===== config.mk =====
export PLATFORM = sky130hd
export DESIGN_NAME = mcb_result_writer
export DESIGN_NICKNAME = d
export VERILOG_FILES = /design/src/rtl/mcb_result_writer.sv
export SDC_FILE = /design/constraint.sdc
export NUM_CORES = 1
export LEC_CHECK = 0
export ABC_CLOCK_PERIOD_IN_PS = 2200
export CAP_MARGIN = 20
export CORE_AREA = 2 2 73 89
export CTS_CLUSTER_DIAMETER = 150
export DETAILED_ROUTE_END_ITERATION = 8
export DIE_AREA = 0 0 75 91
export DONT_BUFFER_PORTS = 1
export PLACE_DENSITY = 0.55
export SLEW_MARGIN = 20
export SYNTH_ARGS = -nofsm -noshare
export SYNTH_HDL_FRONTEND = slang
export SYNTH_SLANG_ARGS = --single-unit

===== constraint.sdc =====
create_clock -name clock -period 2.2 [get_ports clock]
set_input_delay 0.66 -clock clock [delete_from_list [all_inputs] [get_ports clock]]
set_output_delay 0.66 -clock clock [all_outputs]
set_load 0.02 [all_outputs]

===== src/rtl/mcb_result_writer.sv =====
// mcb_result_writer: pairs consecutive MC_A samples as (x, y) and writes
// (x >= y) ? x-y : x+y into MC_B through WEB/AddrB/DataInB, 2**ADDR_W
// results per batch, then pulses done.
// Optional feature: define MCB_SATURATE_EN to clamp an overflowing x+y to
// all-ones instead of wrapping (ovf is set either way).
module mcb_result_writer #(
  parameter int DATA_W = 8,
  parameter int ADDR_W = 2
) (
  input  logic              clock,
  input  logic              Reset,
  input  logic              start,
  input  logic              in_valid,
  output logic              in_ready,
  input  logic [DATA_W-1:0] in_data,
  output logic              WEB,
  output logic [ADDR_W-1:0] AddrB,
  output logic [DATA_W-1:0] DataInB,
  output logic              busy,
  output logic              done,
  output logic              ovf
);

  typedef enum logic [2:0] {
    IDLE   = 3'd0,
    FIRST  = 3'd1,
    SECOND = 3'd2,
    WRITE  = 3'd3,
    DONE   = 3'd4
  } state_e;

  state_e              state_q;
  logic                in_ready_q;
  logic                web_q;
  logic [ADDR_W-1:0]   addr_q;
  logic [DATA_W-1:0]   data_q;
  logic                busy_q;
  logic                done_q;
  logic                ovf_q;
  logic [DATA_W-1:0]   x_q;

  logic [DATA_W:0]     sum_d;
  logic [DATA_W-1:0]   diff_d;
  logic                ge_d;
  logic                carry_d;
  logic [DATA_W-1:0]   add_res_d;
  logic [DATA_W-1:0]   result_d;

  // Datapath for the pair (x_q, in_data): compare, then subtract or add.
  always_comb begin
    sum_d   = {1'b0, x_q} + {1'b0, in_data};
    diff_d  = x_q - in_data;
    ge_d    = (x_q >= in_data);
    carry_d = ~ge_d & sum_d[DATA_W];
`ifdef MCB_SATURATE_EN
    add_res_d = carry_d ? '1 : sum_d[DATA_W-1:0];
`else
    add_res_d = sum_d[DATA_W-1:0];
`endif
    result_d = ge_d ? diff_d : add_res_d;
  end

  // Control FSM; every output is a register updated alongside the state.
  always_ff @(posedge clock) begin
    if (Reset) begin
      state_q    <= IDLE;
      in_ready_q <= 1'b0;
      web_q      <= 1'b0;
      addr_q     <= '0;
      data_q     <= '0;
      busy_q     <= 1'b0;
      done_q     <= 1'b0;
      ovf_q      <= 1'b0;
      x_q        <= '0;
    end else begin
      web_q  <= 1'b0;
      done_q <= 1'b0;
      case (state_q)
        IDLE, DONE: begin
          if (start) begin
            state_q    <= FIRST;
            addr_q     <= '0;
            ovf_q      <= 1'b0;
            in_ready_q <= 1'b1;
            busy_q     <= 1'b1;
          end
        end
        FIRST: begin
          if (in_valid && in_ready_q) begin
            x_q     <= in_data;
            state_q <= SECOND;
          end
        end
        SECOND: begin
          if (in_valid && in_ready_q) begin
            data_q     <= result_d;
            ovf_q      <= ovf_q | carry_d;
            web_q      <= 1'b1;
            in_ready_q <= 1'b0;
            state_q    <= WRITE;
          end
        end
        WRITE: begin
          if (&addr_q) begin
            state_q <= DONE;
            done_q  <= 1'b1;
            busy_q  <= 1'b0;
          end else begin
            addr_q     <= addr_q + ADDR_W'(1);
            in_ready_q <= 1'b1;
            state_q    <= FIRST;
          end
        end
        default: begin
          state_q    <= IDLE;
          in_ready_q <= 1'b0;
          busy_q     <= 1'b0;
        end
      endcase
    end
  end

  assign in_ready = in_ready_q;
  assign WEB      = web_q;
  assign AddrB    = addr_q;
  assign DataInB  = data_q;
  assign busy     = busy_q;
  assign done     = done_q;
  assign ovf      = ovf_q;

endmodule


Word-level counts from Yosys, hierarchy flattened
Index checks and enable logic that the tools add are counted.
W data, S select, Z words.
- add/sub/neg operators: 3
- $lt $le $gt $ge: 1
- equality and inequality tests: 9
- multiplexer cells: 20
- bitwise logic cells: 7
- reductions and logical operators: 16
- operators by type and width (operator ; count):
    $mux W3 ; 4
    $pmux W3 S4 ; 1
    $reduce_and A3 Y1 ; 4
    $ne A2 B2 Y1 const B ; 5
    $add A8 B8 Y9 ; 1
    $ge A8 B8 Y1 ; 1
    $mux W1 ; 8
    $mux W8 ; 1
    $reduce_or A2 Y1 ; 4
    $sub A8 B8 Y8 ; 1
    $eq A3 B2 Y1 const B ; 2
    $reduce_and A2 Y1 ; 3
    $not A1 Y1 ; 5
    $mux W2 ; 2
    $pmux W1 S4 ; 1
    $pmux W2 S2 ; 1
    $reduce_and A4 Y1 ; 1
    $reduce_bool A2 Y1 ; 2
    $eq A3 B1 Y1 const B ; 1
    $eq A3 B3 Y1 const B ; 1
    $logic_not A3 Y1 ; 1
    $pmux W1 S3 ; 1
    $add A2 B1 Y2 const B ; 1
    $pmux W1 S2 ; 1
    3 further kinds ; 3
- bits in registers: 26
- output and inout port bits: 15
- logic and storage cells: 65

Logic depth before layout (Yosys ltp)
- depth after elaboration: 6
- mapped depth: 10
- gate-level depth less buffers: 10

Least setup slack after synthesis
OpenSTA, ideal clock, no wires.
- path kind: input-to-reg
- from: in in_data[3]
- to: reg data_q[3], in the netlist DataInB[3]
- data arrival time: 2.182 ns
- required time: 2.083 ns
- path slack: -0.098 ns
- cell stages on the path: 9
- cells stage by stage: inv_1 -> ha_1 -> buf_4 -> a21oi_1 -> a31oi_4 -> nor2_4 -> mux2i_1 -> xnor2_1 -> a22o_1
- word-level cells in the longest chain between the ends: 2
- elaborated cells on any way between the ends: 4
- those cells by class: add/sub (2); order compare (1); mux (1)
- ends and longest elaborated chain (what ; RTL line ; RTL):
    start: declaration ; 15 ; input logic [DATA_W-1:0] in_data,
    $add A8 B8 Y9 (tied with other cells) ; 51 ; sum_d = {1'b0, x_q} + {1'b0, in_data};
    $mux W8 * ; 60 ; result_d = ge_d ? diff_d : add_res_d;
    end signal: assignment ; 96 ; data_q <= result_d;
    end: declaration ; 36 ; logic [DATA_W-1:0] data_q;
Mark *: on every way between the ends. The rest lies on a longest branch, timed or not.
A chain may end at the register's enable or synchronous reset.

Final worst setup path
- from: reg x_q[0]
- to: reg data_q[2], in the netlist DataInB[2]
- word-level cells in the longest chain between the ends: 2
- elaborated cells on any way between the ends: 4
- those cells by class: add/sub (2); order compare (1); mux (1)
- ends and longest elaborated chain (what ; RTL line ; RTL):
    start: declaration ; 40 ; logic [DATA_W-1:0] x_q;
    start signal: assignment ; 90 ; x_q <= in_data;
    $add A8 B8 Y9 (tied with other cells) ; 51 ;
    $mux W8 * ; 60 ;
Marks and branches as above.

==> results list <==
- The first global-routing pass estimated 6520 um of wire.
- In this run the register-to-register setup slack is 0.08 ns.
- Global-route total usage across every layer: 0.123
- Depth of the worst hold-timing path: 1
- Entering global routing, the biggest net connects 25 pins.
* Clock-pin slew reported for the worst setup and hold paths after clock tree synthesis: 0.10 ns
- The repair_antennas step left the layout with diodes totalling 0.
- Endpoints failing hold: 0
- Fill cell total of the finished layout: 613
- Maximum vdd drop: 275 uV
* EDFF count, synth: 0
* Terminating pin of the worst hold path: x_q[0]
- Final critical-path required period: 2.12 ns
- Setup violations remaining at the end of the flow were counted as 0.
- For this run, the share of the core covered by cells in the final layout is 0.351.
- The number of cells on the worst reg-to-reg path is 11.
* Setup Slack @ Placement: -0.185 ns
* Fmax: 473 MHz
- Slew at the pin closest to its max-slew limit: 0.341 ns
- Pin placement for this block handled 27 I/O pins.
* Post-Synthesis Cells: 198
- Antenna violations before repair: 0
- Kind of end point of the critical path: flip-flop
* Site Rows: 31
- Number of CTS-inserted buffers: 3
* Crit path setup slack, layout: 0.0846 ns
- Share of post-route cells with drive strength above 1: 0.216
- Once detail routing completed, the nets flagged for antenna violations numbered 0.
- The die covers 6830 um^2.
- CTS tree: done
- Input and output buffers added on the ports amount to 0.
- Hold repair after CTS inserted 0 buffers.
* Startpoint class of the critical path: flip-flop
* Root buffer selected by CTS: clkbuf_8
- Dividing the synthesized area by the synthesized cell count gives 8.72 um^2.
- # DRC: 0
- Total number of vias: 1360
* Total detailed-routing wirelength: 3920 um
* Maximum clock path buffer count: 2
- The count of pins over their slew limit was 0.
- Worst hold path startpoint: Reset
* Most common library cell in the layout ignoring fill and taps: nor2_1
* Sequential share of the synthesized area: 0.301
- The startpoint identified for the worst register-to-register timing path is x_q[0].
* Endpoint of the most critical register-to-register path: DataInB[2]
* Post-Syn Area: 1730 um^2
* Critical path start-end classification: flip-flop to flip-flop
* Flop and latch count out of synthesis: 26
- Measured along the x axis, the die boundary spans 75 um.
* Commonest non-fill, non-tap cells in the layout: nor2_1, dfxtp_1, buf_4, inv_1, ha_1
- The flow ran to the end, and the final reports show no timing, DRC or antenna violations.
- Cell Int Power: 804 uW
- In the final routed layout, each cell accounts on average for 13.3 um.
- Measured against its own limit, the worst slew margin works out to 0.771.
- Of the total power, combinational logic draws 0.152.
- Synthesis instantiated 47 different standard cells from the library.
- Growth of design area from synthesis to finish: 20.7%
* RSZ-0062 raised after global routing: yes
- For this run the aggregate overflow at the end of global routing stands at 0.
* Number of global-route vias before repair: 1403
- Avg Vias per Cell: 4.61
* Yosys warnings: 0
* Portion of the clock cycle consumed by the worst path in the final layout: 0.962
- Total power per unit cell area: 515 nW/um^2
- For this run, the post-layout net count is 245.
* Detail Placement HPWL: 2990 um
* Num Clock Sinks: 26
- First-pass DRT Iterations: 4
- Of the total power, the clock network draws 0.383.
* Async set or reset register ratio after synthesis: 0
* Die Y-Extent: 91 um
- Post-route total power: 1.07 mW
- Sequential fraction of design power: 0.465
* Highest net fanout along the worst path: 6
* Final estimated routing congestion in global placement: 0.812
- Data arrival, critical path: 2.29 ns
- Class of the worst hold path: input port to flip-flop
- For this configuration, the core starts out at a cell density of 0.291.
- Nets in the synthesized netlist: 229
- H-Tree Depth: 1
* Net Sw Power: 269 uW
* Worst clock skew on the final layout: 0.00361 ns
- Most used flip-flop cell after synthesis: dfxtp_1
- For the worst setup path, the data required time is 2.38 ns.
- Of the total power, the share spent switching nets is 0.251.
- The total area inside the core boundary comes to 5930 um^2.
- Max-cap violations in this run came to 0.
- Leak Pwr: 0.854 nW
* Clock latency on the worst-skew pair: 0.28 ns
- Initial detailed-routing violation count: 23
==> critical path, stage by stage, from the launching register on <==
cell and delay [ns]:
dfxtp_2 0.35, inv_2 0.06, ha_4 0.14, inv_2 0.04, fa_2 0.41, nand3_4 0.09, a31oi_4 0.11, nor2_4 0.22
buf_6 0.14, mux2i_2 0.20, xnor2_1 0.09, a22o_1 0.17
==> cell families after synthesis <==
logic type               after synthesis  share of synthesized area
AND/OR/NAND/NOR                       63                      0.179
AO/OA/AOI/OAI                         42                      0.186
multiplexers                          14                     0.0812
flip-flops                            26                      0.301
XOR/XNOR                               6                     0.0304
buffers and inverters                 28                     0.0754
adder cells (fa/ha/maj)               19                      0.146
==> power by group through the flow <==
stage	Clock (mW)	Sequential, mW	Combinational (mW)
final	0.411	0.499	0.163
after global routing	0.436	0.501	0.182
after CTS	0.430	0.499	0.154
after detailed placement	0	0.510	0.153
after global placement	0	0.510	0.153
after floorplan	0	0.503	0.128
==> registers in the layout (all words and copies together) (netlist names) <==
name	flops
busy	1
in_ready	1
state_q	3
AddrB	2
DataInB	8
ovf	1
WEB	1
x_q	8
done	1
==> Yosys cell counts (5+ instances only) <==
cell	n	area share
a211oi_1	7	0.030
a21oi_1	9	0.026
dfxtp_1	26	0.30
ha_1	17	0.12
inv_1	17	0.037
mux2i_1	14	0.081
nand2_1	8	0.017
nor2_1	28	0.061
nor3_1	5	0.014
xnor2_1	6	0.030
==> stage by stage <==
stage	instance area, um^2	TNS (ns)	cells	hold slack [ns]
global route	2080	-0.0537	295	0.417
global placement	1950	-0.788	287	0.508
floorplan	1790	-0.00665	198	0.487
CTS	2020	0	291	0.425
finish	2080	0	295	0.438
detailed placement	1950	-0.872	287	0.522
==> metal layers <==
layer	vias to the layer above	track usage	wire length (um)
met5	-	0	0
met4	0	0.0357	46
met3	4	0.0289	201
met2	22	0.211	1910
met1	616	0.149	1760
li1	718	-	-
==> layout make-up <==
type	count	area (um^2)	share of cell area
sequential	26	522	0.250
clock buffer	3	41.3	0.0198
timing repair buffer	22	169	0.0811
clock inverter	1	30.0	0.0144
multi-input combinational	144	1150	0.554
tap	82	103	0.0492
inverter	17	63.8	0.0306
==> worst max path at each step <==
stage | start | end | cells past startpoint
2_1_floorplan | in_data[2] | DataInB[3] | 9
3_3_place_gp | in_data[0] | DataInB[3] | 9
3_5_place_dp | in_data[3] | DataInB[3] | 8
4_1_cts | x_q[0] | DataInB[3] | 10
5_1_grt | x_q[0] | DataInB[2] | 11
6_report | x_q[0] | DataInB[2] | 11
==> repair_timing <==
item | CTS | global route
setup buffers | 0 | 4
resized for setup | 0 | 9
endpoints found under the setup margin | 0 | 4
(Power assumes the default switching activity.)
